$ cat config.mk
export PLATFORM = sky130hd
export DESIGN_NAME = load_store_unit
export DESIGN_NICKNAME = d
export VERILOG_FILES = /design/src/rtl/lsu_pkg.sv /design/src/rtl/lsu_byte_lane.sv /design/src/rtl/load_store_unit.sv
export SDC_FILE = /design/constraint.sdc
export NUM_CORES = 1
export LEC_CHECK = 0
export ABC_AREA = 1
export BUFFER_PORTS_ARGS = -buffer_cell sky130_fd_sc_hd__clkbuf_2
export CAP_MARGIN = 10
export CORE_ASPECT_RATIO = 0.6
export CORE_MARGIN = 8
export CORE_UTILIZATION = 30
export CTS_CLUSTER_DIAMETER = 120
export CTS_CLUSTER_SIZE = 12
export DETAILED_ROUTE_END_ITERATION = 10
export HOLD_SLACK_MARGIN = 0.02
export MAX_ROUTING_LAYER = met4
export SLEW_MARGIN = 25
export SYNTH_ARGS = -nofsm -noshare
export SYNTH_HDL_FRONTEND = slang
export SYNTH_SLANG_ARGS = --single-unit
export TNS_END_PERCENT = 5
$ cat constraint.sdc
create_clock -name clock -period 2.4 [get_ports clock]
set_input_delay 0.48 -clock clock [delete_from_list [all_inputs] [get_ports clock]]
set_output_delay 0.48 -clock clock [all_outputs]
set_load 0.01 [all_outputs]
$ cat src/rtl/lsu_pkg.sv
// lsu_pkg: shared definitions for the load/store unit.
// Holds the RV32I load/store func3 encodings, the controller state enum,
// the word-transfer func3 driven on the memory port, and the fault
// classifier used at request accept time.
package lsu_pkg;

    localparam int NUM_LANES = 4;

    // Load encodings
    localparam logic [2:0] F3_LB  = 3'b000;
    localparam logic [2:0] F3_LH  = 3'b001;
    localparam logic [2:0] F3_LW  = 3'b010;
    localparam logic [2:0] F3_LBU = 3'b100;
    localparam logic [2:0] F3_LHU = 3'b101;

    // Store encodings
    localparam logic [2:0] F3_SB  = 3'b000;
    localparam logic [2:0] F3_SH  = 3'b001;
    localparam logic [2:0] F3_SW  = 3'b010;

    localparam logic [2:0] MEM_WORD_FUNC3 = 3'b010;

    typedef enum logic [1:0] {
        IDLE = 2'd0,
        RD   = 2'd1,
        WR   = 2'd2,
        RESP = 2'd3
    } lsuState_t;

    // Illegal encodings take priority over alignment; a faulted request
    // never touches memory.
    function automatic logic isFault(input logic       isStore,
                                     input logic [2:0] func3,
                                     input logic [1:0] offset);
        if (func3 == 3'b011 || func3 == 3'b110 || func3 == 3'b111) return 1'b1;
        if (isStore && func3[2])                                   return 1'b1;
        if (func3[1:0] == 2'b01 && offset[0])                      return 1'b1;
        if (func3[1:0] == 2'b10 && offset != 2'b00)                return 1'b1;
        return 1'b0;
    endfunction

endpackage

$ cat src/rtl/lsu_byte_lane.sv
// lsu_byte_lane: combinational byte-lane steering for the load/store unit.
//   func3      : RV32I load/store func3 of the captured request
//   offset     : byte offset addr[1:0]
//   word       : aligned memory word (read data)
//   storeData  : right-justified store data
//   loadData   : shifted and sign/zero-extended load result
//   mergedWord : word to write back; for SW this is storeData unchanged,
//                for SB/SH only the addressed lane(s) are replaced
module lsu_byte_lane
    import lsu_pkg::*;
(
    input  logic [2:0]  func3,
    input  logic [1:0]  offset,
    input  logic [31:0] word,
    input  logic [31:0] storeData,
    output logic [31:0] loadData,
    output logic [31:0] mergedWord
);

    logic [31:0] shifted;
    logic [NUM_LANES-1:0][7:0] mergedLanes;

    assign shifted = word >> {offset, 3'b000};

    always_comb begin
        loadData = '0;
        case (func3)
            F3_LB:   loadData = {{24{shifted[7]}},  shifted[7:0]};
            F3_LH:   loadData = {{16{shifted[15]}}, shifted[15:0]};
            F3_LW:   loadData = shifted;
            F3_LBU:  loadData = {24'b0, shifted[7:0]};
            F3_LHU:  loadData = {16'b0, shifted[15:0]};
            default: loadData = '0;
        endcase
    end

    // Each lane decides independently whether it takes store data or keeps
    // the old memory byte. func3[1:0] is the access size (00 byte, 01 half,
    // 10 word); size 11 only occurs on faulted requests, which never write.
    for (genvar lane = 0; lane < NUM_LANES; lane++) begin : gLane
        localparam logic [1:0] LANE_IDX = 2'(lane);
        logic       sel;
        logic [7:0] srcByte;

        always_comb begin
            sel     = 1'b1;
            srcByte = storeData[8*lane +: 8];
            case (func3[1:0])
                2'b00: begin
                    sel     = (offset == LANE_IDX);
                    srcByte = storeData[7:0];
                end
                2'b01: begin
                    sel     = (offset[1] == LANE_IDX[1]);
                    srcByte = storeData[8*(lane % 2) +: 8];
                end
                default: begin
                    sel     = 1'b1;
                    srcByte = storeData[8*lane +: 8];
                end
            endcase
        end

        assign mergedLanes[lane] = sel ? srcByte : word[8*lane +: 8];
    end

    assign mergedWord = mergedLanes;

endmodule

$ cat src/rtl/load_store_unit.sv
// load_store_unit: memory-stage initiator.
// Takes one load/store request at a time from execute and turns it into
// word-aligned transfers on the data-memory port. Sub-word stores are done
// as read-modify-write; loads are extracted and extended here. Misaligned
// or illegal requests and memory timeouts are reported in the response.
//   clock, reset        : clock, synchronous active-high reset
//   req_*               : request handshake and fields from execute
//   resp_*              : one-cycle response strobe, load data, fault flags
//   memory*             : word-aligned data-memory port
// All outputs are decoded from registered state and captured fields, and
// are forced to 0 while reset is high.
module load_store_unit
    import lsu_pkg::*;
#(
    parameter int TIMEOUT_CYCLES = 255
) (
    input  logic        clock,
    input  logic        reset,
    input  logic        req_valid,
    output logic        req_ready,
    input  logic        req_is_store,
    input  logic [2:0]  req_func3,
    input  logic [31:0] req_address,
    input  logic [31:0] req_store_data,
    output logic        resp_valid,
    output logic [31:0] resp_load_data,
    output logic        resp_misaligned,
    output logic        resp_timeout,
    output logic        memoryReadEnable,
    output logic        memoryWriteEnable,
    output logic [2:0]  memoryFunc3,
    output logic [31:0] memoryAddress,
    output logic [31:0] memoryWriteData,
    input  logic [31:0] memoryReadData,
    input  logic        memoryReady
);

    // The counter holds the number of stalled cycles already spent in the
    // current phase, so the last allowed cycle is at TIMEOUT_CYCLES-1.
    localparam logic [7:0] TIMEOUT_LAST = 8'(TIMEOUT_CYCLES - 1);

    lsuState_t   state, nextState;
    logic        isStoreQ;
    logic [2:0]  func3Q;
    logic [31:0] addrQ;
    logic [31:0] storeDataQ;
    logic [31:0] wordQ;
    logic        misalignedQ;
    logic        timeoutQ;
    logic [7:0]  waitCnt;

    logic        accept;
    logic        waitExpired;
    logic        needsRmw;
    logic        inTransfer;
    logic [31:0] laneLoadData;
    logic [31:0] laneMerged;

    assign accept      = (state == IDLE) && req_valid;
    assign waitExpired = !memoryReady && (waitCnt == TIMEOUT_LAST);
    assign needsRmw    = isStoreQ && (func3Q != F3_SW);
    assign inTransfer  = (state == RD) || (state == WR);

    lsu_byte_lane uByteLane (
        .func3      (func3Q),
        .offset     (addrQ[1:0]),
        .word       (wordQ),
        .storeData  (storeDataQ),
        .loadData   (laneLoadData),
        .mergedWord (laneMerged)
    );

    always_ff @(posedge clock) begin
        if (reset) state <= IDLE;
        else       state <= nextState;
    end

    always_comb begin
        nextState         = state;
        req_ready         = 1'b0;
        resp_valid        = 1'b0;
        resp_load_data    = '0;
        resp_misaligned   = 1'b0;
        resp_timeout      = 1'b0;
        memoryReadEnable  = 1'b0;
        memoryWriteEnable = 1'b0;
        memoryFunc3       = MEM_WORD_FUNC3;
        memoryAddress     = '0;
        memoryWriteData   = '0;

        case (state)
            IDLE: begin
                req_ready = 1'b1;
                if (req_valid) begin
                    if (isFault(req_is_store, req_func3, req_address[1:0]))
                        nextState = RESP;
                    else if (req_is_store && req_func3 == F3_SW)
                        nextState = WR;
                    else
                        nextState = RD;
                end
            end
            RD: begin
                memoryReadEnable = 1'b1;
                memoryAddress    = {addrQ[31:2], 2'b00};
                if (memoryReady)      nextState = needsRmw ? WR : RESP;
                else if (waitExpired) nextState = RESP;
            end
            WR: begin
                memoryWriteEnable = 1'b1;
                memoryAddress     = {addrQ[31:2], 2'b00};
                memoryWriteData   = laneMerged;
                if (memoryReady || waitExpired) nextState = RESP;
            end
            RESP: begin
                resp_valid      = 1'b1;
                resp_misaligned = misalignedQ;
                resp_timeout    = timeoutQ;
                if (!isStoreQ && !misalignedQ && !timeoutQ)
                    resp_load_data = laneLoadData;
                nextState = IDLE;
            end
            default: nextState = IDLE;
        endcase

        // Reset silences the port, which also covers the undefined state
        // before the first reset edge.
        if (reset) begin
            req_ready         = 1'b0;
            resp_valid        = 1'b0;
            resp_load_data    = '0;
            resp_misaligned   = 1'b0;
            resp_timeout      = 1'b0;
            memoryReadEnable  = 1'b0;
            memoryWriteEnable = 1'b0;
            memoryFunc3       = '0;
            memoryAddress     = '0;
            memoryWriteData   = '0;
        end
    end

    always_ff @(posedge clock) begin
        if (reset) begin
            isStoreQ    <= 1'b0;
            func3Q      <= '0;
            addrQ       <= '0;
            storeDataQ  <= '0;
            wordQ       <= '0;
            misalignedQ <= 1'b0;
            timeoutQ    <= 1'b0;
            waitCnt     <= '0;
        end else begin
            if (accept) begin
                isStoreQ    <= req_is_store;
                func3Q      <= req_func3;
                addrQ       <= req_address;
                storeDataQ  <= req_store_data;
                misalignedQ <= isFault(req_is_store, req_func3, req_address[1:0]);
                timeoutQ    <= 1'b0;
            end
            if (state == RD && memoryReady) wordQ <= memoryReadData;
            if (inTransfer && waitExpired)  timeoutQ <= 1'b1;

            // Any state change (including RD->WR) starts a fresh wait window.
            if (nextState != state)             waitCnt <= '0;
            else if (inTransfer && !memoryReady) waitCnt <= waitCnt + 8'd1;
        end
    end

endmodule

# ---- Yosys cells after proc, flatten, opt, wreduce, memory -nomap -nowiden
# Index checks and enable logic that the tools add are counted.
dict set report op_classes {
  add_sub_neg 1
  n_mul 0
  div_mod_pow 0
  n_lt_le_gt_ge 0
  n_eq_ne 20
  n_shift 1
  mux 88
  n_bitwise 1
  reduce_logical 29
}
# cell count
set ops {}
lappend ops {{two-way mux 32 bit} 7}
lappend ops {{one-hot mux 32 bit (5 select lines)} 1}
lappend ops {{two-way mux 1 bit} 61}
lappend ops {{two-way mux 8 bit} 6}
lappend ops {{>> shifter 32 x 5 -> 32 bit} 1}
lappend ops {{one-hot mux 8 bit (2 select lines)} 1}
lappend ops {{two-way mux 2 bit} 7}
lappend ops {{equality test 3 bit (second input constant)} 4}
lappend ops {{logical AND 1 bit} 12}
lappend ops {{equality test 2 bit (second input constant)} 5}
lappend ops {{equality test 3 x 2 -> 1 bit (second input constant)} 3}
lappend ops {{adder 8 x 1 -> 8 bit (second input constant)} 1}
lappend ops {{equality test 2 x 1 -> 1 bit (second input constant)} 4}
lappend ops {{equality test 8 bit (second input constant)} 1}
lappend ops {{one-hot mux 1 bit (2 select lines)} 4}
lappend ops {{one-hot mux 2 bit (4 select lines)} 1}
lappend ops {{zero test 2 bit} 3}
lappend ops {{OR reduction 2 bit} 3}
lappend ops {{zero test 1 bit} 4}
lappend ops {{logical OR 1 bit} 4}
lappend ops {{nonzero test 2 bit} 2}
lappend ops {{equality test 3 x 1 -> 1 bit (second input constant)} 1}
lappend ops {{zero test 3 bit} 1}
lappend ops {{inequality test 3 x 2 -> 1 bit (second input constant)} 1}
lappend ops {{other kinds (2)} 2}
dict set report totals {
  register_bits 112
  latchBits 0
  ramBits 0
  rom_bits 0
  in_bits 104
  out_inout_bits 105
  wordCells 149
  n_memories 0
}

# ---- Depth between registers and ports, before layout
# Gate-level depths: netlist of run 1.
dict set report logic_depth {
  depth_word 29
  mapped_depth 12
  mapped_depth_nobuf 12
}

# ---- By module
# From an unflattened synthesis of run 1, not the netlist that was laid out.
dict set report unflattened {
  cells_unflattened 1119
  area_unflattened_um2 6620.1
}
# module instances cells_each area_per_inst_um2 seq_area_each_um2
set by_module_without_submodules {}
lappend by_module_without_submodules {load_store_unit 1 774 5091.1 2242.2}
lappend by_module_without_submodules {lsu_byte_lane 1 345 1529.0 0.0}

# ---- Worst setup path after synthesis of run 1
# Ideal clock, no wire load.
dict set report synth_path {
  path_type {reg-to-output}
  from {reg state[0]}
  to {out resp_load_data[27]}
  arrival_time_ps 1573
  required_time_ps 1920
  slack_ps 347
  path_stages_with_launch 9
  path_buffers 1
  path_cell_list {dfxtp_1 > ha_1 > inv_1 > nor2_1 > o2111ai_2 > inv_1 > buf_2 > o21ai_0 > inv_1}
}
dict set report synth_via {
  elab_chain_len 3
}
# element line_no
set synth_lines {}
lappend synth_lines {{from (decl)} load_store_unit.sv:42} ;# lsuState_t state, nextState;
lappend synth_lines {{from (signal assigned)} load_store_unit.sv:75} ;# else state <= nextState;
lappend synth_lines {{equality test 2 bit} load_store_unit.sv:91} ;# case (state)
lappend synth_lines {{two-way mux 32 bit} load_store_unit.sv:91}
lappend synth_lines {{two-way mux 32 bit} load_store_unit.sv:128} ;# if (reset) begin
lappend synth_lines {{to (decl)} load_store_unit.sv:26} ;# output logic [31:0] resp_load_data,
# Every way passes these cells.

# ---- Final worst setup path of run 1
dict set report layout_path {
  from {reg addrQ[0]}
  to {out resp_load_data[19]}
}
dict set report layout_via {
  elab_chain_len 5
}
# element line_no
set layout_lines {}
lappend layout_lines {{from (decl)} load_store_unit.sv:45} ;# logic [31:0] addrQ;
lappend layout_lines {{from (signal assigned)} load_store_unit.sv:156} ;# addrQ <= req_address;
lappend layout_lines {{>> shifter 32 x 5 -> 32 bit} lsu_byte_lane.sv:23} ;# assign shifted = word >> {offset, 3'b000};
lappend layout_lines {{one-hot mux 32 bit (5 select lines)} lsu_byte_lane.sv:27} ;# case (func3)
lappend layout_lines {{two-way mux 32 bit} load_store_unit.sv:119} ;# if (!isStoreQ && !misalignedQ && !timeoutQ)
lappend layout_lines {{two-way mux 32 bit} load_store_unit.sv:91}
lappend layout_lines {{two-way mux 32 bit} load_store_unit.sv:128}
# Every way passes these cells.

==> flow_summary.yaml, run 1 <==
outcome:
  status: "finished, violations left"
  violations: "setup timing"
die:
  start_util_pct: 30.4
  die_x_um: 199
  core_area_um2: 19900
  rows: 40
  die_h_um: 126
  dieArea_um2: 25100
  io_pins: 209
route:
  drc: 0
  drtAntennaViolNets: 0
  drt_wl_total_um: 24400
  drt-initial-drc-count: 630
  vias_per_cell: 4.82
  firstDrtPassIters: 5
  routedWlPerCell_um: 17.0
  vias: 6928
logic_synthesis:
  async_flop_share_pct: 0
  synth_area_um2: 6060
  syn_area_per_cell_um2: 6.32
  synth-seq-area-share_pct: 37.0
  synthCells: 958
  synthDistinctLibCells: 31
  ys_seq_elements: 112
  ys_top_cells_by_count: "nor2_1 (253), nand2_1 (174), o21ai_0 (143)"
  synth_top_cell_by_area: "dfxtp_1"
  yosysWarningCount: 0
  synth_ff_type: "dfxtp_1"
  yosysMostFrequentCell: "nor2_1"
  synth_edf_count: 0
  yosysTopAreaCellShare_pct: 37.0
  ys_top_cells_by_area: "dfxtp_1 (37%), nor2_1 (16%), o21ai_0 (12%)"
finish:
  n_fill_cell: 2239
  nNetsFinal: 1272
  n_antenna_cell: 0
  drive_above_1_share_pct: 28.8
  design_area_um2: 8050
  area_growth_pct: 32.8
  instances_no_fill: 1438
  utilization_pct: 40.4
timing:
  clock_skew_ps: 9.58
  relSlewSlack_pct: 65.2
  fmax_ghz: 0.416
  tightest_slew_ps: 522
  rsz0062_at_grt: "true"
  drv_slew: 0
  post-route-period-util_pct: 100
  period_minus_slack_ps: 2410
  fin_ws_ps: -6.07
  holdWs_ps: 362
  setup_viol: 3
  hold_viol_final: 0
setup_path:
  worstPathRequired_ps: 1920
  worstPathArrival_ps: 1930
  start_kind: "register"
  cp-end-kind: "output pin"
  path_max_fanout: 8
  critPathKind: "register to output pin"
placed_design:
  io_buffers: 204
  place.gp.congestion: 1.02
  hpwl_um: 19200
  place_inst: 1414
  place_area_um2: 7460
  dp_slack_ps: 70.8
grt:
  grt_start_max_net_pins: 90
  grt_first_pass_wirelength_um: 37000
  grt_use_total_pct: 19.3
  antenna_found_initial: 0
  overflow: 0
  grt_pass1_vias: 6463
clock_network:
  htree_levels: 3
  cts_hold_buf: 0
  cts_tree: "yes"
  insertion_delay_ps: 360
  clkTransAtPathRegs_ps: 80
  cts-buffers-inserted: 9
  cts.sinks: 112
  clockBufferDepth: 2
  root_buffer: "clkbuf_16"
power_and_ir_drop:
  power.density_nw_per_um2: 810
  power_frac_clock_pct: 23.5
  switching_share_pct: 41.2
  comb_power_share_pct: 37.5
  p_switching_mw: 2.68
  p_int_mw: 3.83
  p_seq_share_pct: 39.0
  peakVddDrop_v: 0.000353
  leakage_nw: 3.74
hold_path:
  hp-class: "input pin to register"
run:
  drv_cap: 0
critical path: stages, from the launching register on:
cell and delay (ps):
dfxtp_4 420, inv_8 60, nor2_4 130, nand2_2 60, nand2_2 80, nor2_4 50
o31ai_4 300, inv_2 150, nand2_1 100, nand2_1 50, inv_1 60, buf_6 100
state kept, by name, summed over array words and instances, names as in the netlist:
| register | cells |
|---|---|
| wordQ | 32 |
| storeDataQ | 32 |
| misalignedQ | 1 |
| timeoutQ | 1 |
| addrQ | 32 |
| func3Q | 3 |
| isStoreQ | 1 |
| state | 2 |
| waitCnt | 8 |
metrics by stage:
| stage | power (mW) | setup TNS (ps) |
|---|---|---|
| 3_5_place_dp | 4.81 | 0 |
| 4_1_cts | 6.39 | -66.8 |
| 2_1_floorplan | 3.92 | 0 |
| 3_3_place_gp | 4.79 | 0 |
| 5_1_grt | 6.94 | -2160 |
| 6_report | 6.51 | -8.15 |
area by class of cell:
class	instances	area [µm²]	area share, %
Multi-Input combinational cell	717	3430	42.6
Inverter	73	287	3.56
Clock inverter	4	33.8	0.420
Sequential cell	112	2260	28.1
Timing Repair Buffer	247	1430	17.8
Clock buffer	12	256	3.19
Tap cell	273	342	4.25
power by group through the flow:
stage / Clock [mW] / Sequential, mW / Combinational, mW
after floorplan: 0 / 2.39 / 1.53
after global placement: 0 / 2.53 / 2.25
after detailed placement: 0 / 2.54 / 2.26
after CTS: 1.56 / 2.51 / 2.32
after global routing: 1.65 / 2.57 / 2.73
final: 1.53 / 2.54 / 2.44
layout by cell type, fill, tap and decap left out, types with 18 or more instances in the layout:
master	Yosys	final
a21oi_1	44	37
buf_4	5	35
nor3_1	19	18
nor2_1	253	248
clkbuf_2	0	186
nand2_1	174	162
o21ai_0	143	134
inv_1	64	55
dfxtp_1	112	104
final timing paths:
path                               startpoint                          end  slack, ps  depth (start not counted)
setup / recovery        addrQ[0]$_SDFFE_PP0P_           resp_load_data[19]         -6                         11
hold / removal                req_address[17]       addrQ[17]$_SDFFE_PP0P_        360                          3
setup reg to reg          state[0]$_SDFF_PP0_      waitCnt[7]$_SDFFE_PP0P_        470                         11
hold reg to reg   storeDataQ[11]$_SDFFE_PP0P_  storeDataQ[11]$_SDFFE_PP0P_        470                          2
cells by family after synthesis:
group / after synthesis / synth area share (%)
and+or+nand+nor: 476 / 31.2
AOI/OAI and AO/OA: 225 / 20.6
buffers and inverters: 132 / 8.90
DFF: 112 / 37.0
adders and majority gates: 8 / 1.65
xor gates and xnor gates: 4 / 0.578
other: 1 / 0.0619
what timing repair did:
action,CTS,global route
setup buffers,5,3
setup endpoints to repair,56,65
resized for setup,23,78
pin swaps,2,12
layer usage:
| layer | vias to the layer above | part of all wire (%) | global-route usage (%) |
|---|---|---|---|
| met3 | 25 | 10 | 7.39 |
| met5 | - | 0 | - |
| met2 | 292 | 39 | 25.2 |
| li1 | 3485 | - | - |
| met4 | 0 | 1.0 | 3.49 |
| met1 | 3126 | 50 | 27.5 |
Power figures use the tool's default switching activity.
==> inputs of run 2 (changes only) <==
- BUFFER_PORTS_ARGS: -buffer_cell sky130_fd_sc_hd__clkbuf_2 -> not set
- DONT_BUFFER_PORTS: not set -> 1
- clock period: 2.4 -> 2.2 ns (I/O delays scaled with it)
==> run 2 against run 1 <==
Net effect:
- the flow still finishes with violations (setup timing)
- count of clock-buffer cells in the layout fell by 2
- sequential power grew 8.7%
- clock skew is essentially flat
- hold slack lost 210 ps
- first-iteration DRC count down 14%
- largest cell class unchanged
- via count is 5.3% lower
- combinational power is 16% higher
==> flow_summary.yaml, run 2 (same netlist as run 1, synthesis figures left out) <==
route:
  drt_wl_total_um: 24600
  routedWlPerCell_um: 19.0
  drc: 0
  drtAntennaViolNets: 0
  drt-initial-drc-count: 544
  vias_per_cell: 5.07
  firstDrtPassIters: 5
  vias: 6561
hold_path:
  hp-class: "input pin to register"
  hold_depth: 1
  hold_end: "state[0]$_SDFF_PP0_"
  min_from: "reset"
die:
  die_x_um: 199
  start_util_pct: 30.4
  dieArea_um2: 25100
  io_pins: 209
  core_area_um2: 19900
  die_h_um: 126
  rows: 40
setup_path:
  worstPathArrival_ps: 1940
  r2r_slack_ps: 290
  cp-end-kind: "output pin"
  start_kind: "register"
  worstPathRequired_ps: 1760
  reg2reg_depth: 11
  critPathKind: "register to output pin"
  startpoint: "func3Q[0]$_SDFFE_PP0P_"
  r2r_end: "waitCnt[7]$_SDFFE_PP0P_"
  path_max_fanout: 12
  reg2reg_from: "state[0]$_SDFF_PP0_"
placed_design:
  io_buffers: 0
  hpwl_um: 19000
  place_area_um2: 6780
  place.gp.congestion: 1.01
  place_inst: 1249
clock_network:
  insertion_delay_ps: 360
  clockBufferDepth: 2
  cts_tree: "yes"
  cts.sinks: 112
  cts-buffers-inserted: 9
  root_buffer: "clkbuf_16"
  clkTransAtPathRegs_ps: 70
  htree_levels: 3
finish:
  largestRegisters: "addrQ: 32 flops, storeDataQ: 32 flops, wordQ: 32 flops"
  n_fill_cell: 2191
  nNetsFinal: 1119
  drive_above_1_share_pct: 20.5
  instances_no_fill: 1294
  layout_commonest_cell: "nor2_1"
  design_area_um2: 7630
  area_growth_pct: 25.9
  final_cell_mix: "nor2_1 (237), nand2_1 (169), o21ai_0 (133)"
timing:
  fmax_ghz: 0.420
  fin_ws_ps: -182
  tightest_slew_ps: 579
  period_minus_slack_ps: 2380
  post-route-period-util_pct: 108
  setup_viol: 35
  rsz0062_at_grt: "true"
  drv_slew: 0
  clock_skew_ps: 9.64
  hold_viol_final: 0
  relSlewSlack_pct: 61.3
grt:
  grt_pass1_vias: 6117
  antenna_found_initial: 9
  grt_first_pass_wirelength_um: 36300
  grt_use_total_pct: 19.4
  overflow: 0
  grt_start_max_net_pins: 61
power_and_ir_drop:
  power.density_nw_per_um2: 962
  peakVddDrop_v: 0.000430
  leakage_nw: 3.14
outcome:
  status: "finished, violations left"
  violations: "setup timing"
run:
  drv_cap: 0
==> run 2: cell types whose count changed in the layout (fill, tap and decap cells not counted), moves of 8 or more <==
cell	change
clkbuf_2	-186
buf_4	+42
buf_2	-12
nor2_1	-11
diode_2	+9
nor2_2	+9
nand2_2	-8
==> run 2: cell type report <==
type                    count  area [µm²]  share of cell area, %
multi-input cells         719        3550                   46.6
clock buffers              10         239                   3.13
flip-flops and latches    112        2260                   29.6
repair buffers             92         858                   11.3
inverters                  73         284                   3.72
diodes                      9        22.5                  0.295
clock inverters             6        72.6                  0.951
well taps                 273         342                   4.48
==> run 2: per-layer routing <==
layer	vias to the layer above	track usage [%]	part of all wire, %
met5	-	-	0
met1	3035	25.8	46
met4	0	3.97	1.2
met3	21	9.79	13
met2	304	25.8	40
li1	3201	-	-
==> run 2: per-stage QoR <==
stage          power, mW  utilization (%)  hold WS [ps]  worst slack (ps)  setup TNS, ps
2_1_floorplan       4.28                -           439               187              0
3_3_place_gp        5.14             34.0           455              95.5              0
3_5_place_dp        5.17             34.0           461              79.6              0
4_1_cts             7.20             37.6           126             -94.6          -1820
5_1_grt             7.78             38.3           135              -210          -5960
6_report            7.34             38.3           148              -182          -2120
==> run 2: what timing repair did <==
action | 4_1_cts | 5_1_grt
setup endpoints to repair | 94 | 95
setup buffers | 12 | 4
pin swaps | 11 | 5
hold buffers | 0 | 0
gates resized for setup | 75 | 29
gates cloned | 4 | 0
==> run 2: how the worst max path moves through the flow <==
stage,to,slack (ps),depth (start not counted)
floorplan,resp_load_data[27],190,8
global route,memoryWriteData[8],-210,8
CTS,resp_load_data[19],-90,10
finish,memoryWriteData[8],-180,8
global placement,memoryWriteData[18],100,8
detailed placement,memoryWriteData[23],80,7
==> run 2: where the power goes <==
part	switching, mW	internal, mW	leakage [nW]
Clock	0.815	0.930	0.150
Sequential	0.367	2.39	0.924
Combinational	1.80	1.03	2.07
Total	2.99	4.35	3.14
==> run 2: critical path, stage by stage, from the launching register on <==
cell     delay, ps
dfxtp_1        360
inv_2           80
nand2_1        170
a21oi_1        120
inv_2          190
buf_4          180
o21ai_0         80
a31oi_1        240
buf_4          180
==> inputs of run 3 (changes only) <==
- CORE_MARGIN: 8 -> 4
==> run 3 against run 2 <==
Net effect:
- clock skew down 3.1 ps
- final cell count down 1.5%
- clock power down 13%
- worst setup slack better by 110 ps
- via count up 0.50%
- first-iteration DRC count up 27%
- the run still ends with setup timing left
- core utilization up 0.39 points
- sequential share of layout area up 0.45 points
- fmax up 4.7%
- critical endpoint is now resp_load_data[13]
- highest routed layer unchanged
- sequential cell count unchanged
- die area down 10%
- largest cell class unchanged
- critical path depth unchanged
==> flow_summary.yaml, run 3 (same netlist as run 1, synthesis figures left out) <==
setup_path:
  start_kind: "register"
  critPathKind: "register to output pin"
  slowest_stage: "dfxtp_2"
  r2r_slack_ps: 140
  worstPathArrival_ps: 1830
  cp-end-kind: "output pin"
  max_stage_delay_ps: 340
  path_cells: "inv_4 -> buf_6 -> nand2_1 -> nor2_1 -> a221oi_1 -> or2_2 -> a21oi_2 -> buf_4"
  cpLargestDelayFamily: "simple AND/OR/NAND/NOR gates"
  worstPathRequired_ps: 1760
  path_max_fanout: 13
  path_buf_inv: 3
timing:
  clock_skew_ps: 6.50
  hold_viol_final: 0
  relSlewSlack_pct: 42.9
  period_minus_slack_ps: 2270
  setup_viol: 22
  tightest_slew_ps: 857
  fin_ws_ps: -74.2
  drv_slew: 0
  rsz0062_at_grt: "true"
  post-route-period-util_pct: 103
  fmax_ghz: 0.440
finish:
  largestRegisters: "addrQ: 32 flops, storeDataQ: 32 flops, wordQ: 32 flops"
  final_cell_mix: "nor2_1 (244), nand2_1 (162), o21ai_0 (126)"
  seq_area_um2: 2260
  n_fill_cell: 2160
  drive_above_1_share_pct: 21.3
  layout_commonest_cell: "nor2_1"
  area_growth_pct: 24.0
  nNetsFinal: 1116
  utilization_pct: 38.7
  multiInputGateArea_um2: 3580
die:
  dieArea_um2: 22600
  rows: 39
  core_area_um2: 19400
  start_util_pct: 31.2
  die_h_um: 118
  die_x_um: 191
  io_pins: 209
outcome:
  violations: "setup timing"
  status: "finished, violations left"
clock_network:
  cts-buffers-inserted: 9
  insertion_delay_ps: 350
  cts_tree: "yes"
  cts.sinks: 112
  cts_hold_buf: 0
  clockBufferDepth: 2
  htree_levels: 3
  root_buffer: "clkbuf_16"
  clkTransAtPathRegs_ps: 70
hold_path:
  hp-class: "input pin to register"
route:
  vias_per_cell: 5.17
  vias: 6594
  drt_wl_total_um: 23800
  drtAntennaViolNets: 0
  firstDrtPassIters: 6
  routedWlPerCell_um: 18.7
  drt-initial-drc-count: 693
  drc: 0
grt:
  grt_start_max_net_pins: 62
  grt_first_pass_wirelength_um: 35200
  grt_pass1_vias: 5944
  antenna_found_initial: 0
  overflow: 0
  grt_use_total_pct: 20.6
placed_design:
  place.gp.congestion: 0.997
  hpwl_um: 18200
  io_buffers: 0
power_and_ir_drop:
  finalPower_mw: 7.09
  power.density_nw_per_um2: 944
  peakVddDrop_v: 0.000419
  leakage_nw: 3.06
run:
  drv_cap: 0
## run 3: changes by cell type in the layout (fill, tap and decap cells not counted), moves of 6 or more
cell	previous run	this run
nor2_2	14	6
nand2_1	169	162
diode_2	9	1
nand2_2	5	14
o21ai_1	8	15
inv_1	48	41
inv_2	21	27
o21ai_0	133	126
nor2_1	237	244
## run 3: area by class of cell
| cell class | count | area share, % |
|---|---|---|
| Tap cell | 266 | 4.43 |
| Timing Repair Buffer | 89 | 10.5 |
| Sequential cell | 112 | 30.1 |
| Inverter | 73 | 3.80 |
| Antenna cell | 1 | 0.0333 |
| Clock inverter | 4 | 0.416 |
| Multi-Input combinational cell | 719 | 47.6 |
| Clock buffer | 11 | 3.10 |
## run 3: path summary, 6_finish.rpt
path | start | endpoint | cells past startpoint
worst min-delay path | reset | state[1]$_SDFF_PP0_ | 1
worst max-delay path | addrQ[0]$_SDFFE_PP0P_ | resp_load_data[13] | 8
worst min register to register | storeDataQ[11]$_SDFFE_PP0P_ | storeDataQ[11]$_SDFFE_PP0P_ | 2
worst max register to register | state[1]$_SDFF_PP0_ | wordQ[1]$_SDFFE_PP0P_ | 6
## run 3: metal layers
layer / global-route usage [%] / up-vias / routed length [µm]
met5: - / - / 0
met4: 3.68 / 0 / 170
met3: 7.20 / 15 / 2670
met2: 25.8 / 336 / 9250
met1: 31.3 / 3060 / 11700
li1: - / 3183 / -
## run 3: repair_timing
item,in CTS,in global routing
setup buffers,9,6
gates cloned,4,0
resized for setup,70,59
endpoints found under the setup margin,90,99
pin swaps,6,11
## run 3: report_power, final
part           internal (mW)  switching, mW  leakage [nW]  total [mW]
sequential              2.39          0.380         0.924        2.77
combinational          0.989           1.80          2.02        2.79
clock                  0.769          0.761         0.118        1.53
## run 3: worst register-to-register path, delay by kind of cell, from the launching register on
kind	cells	cell delay [ps]
adders and majority gates	1	270
buffers and inverters	2	770
DFF	1	380
and+or+nand+nor	3	540
## run 3: per-stage QoR
step                      TNS [ps]  cells  worst slack [ps]  cell area [µm²]  hold WS, ps
final                         -684   1275             -74.2             7510          156
after global routing         -4270   1274              -161             7510          136
after CTS                    -1430   1268             -81.7             7290          133
after detailed placement         0   1240              78.0             6720          460
after global placement           0   1240              83.7             6720          458
after floorplan                  0    961               187             6070          439
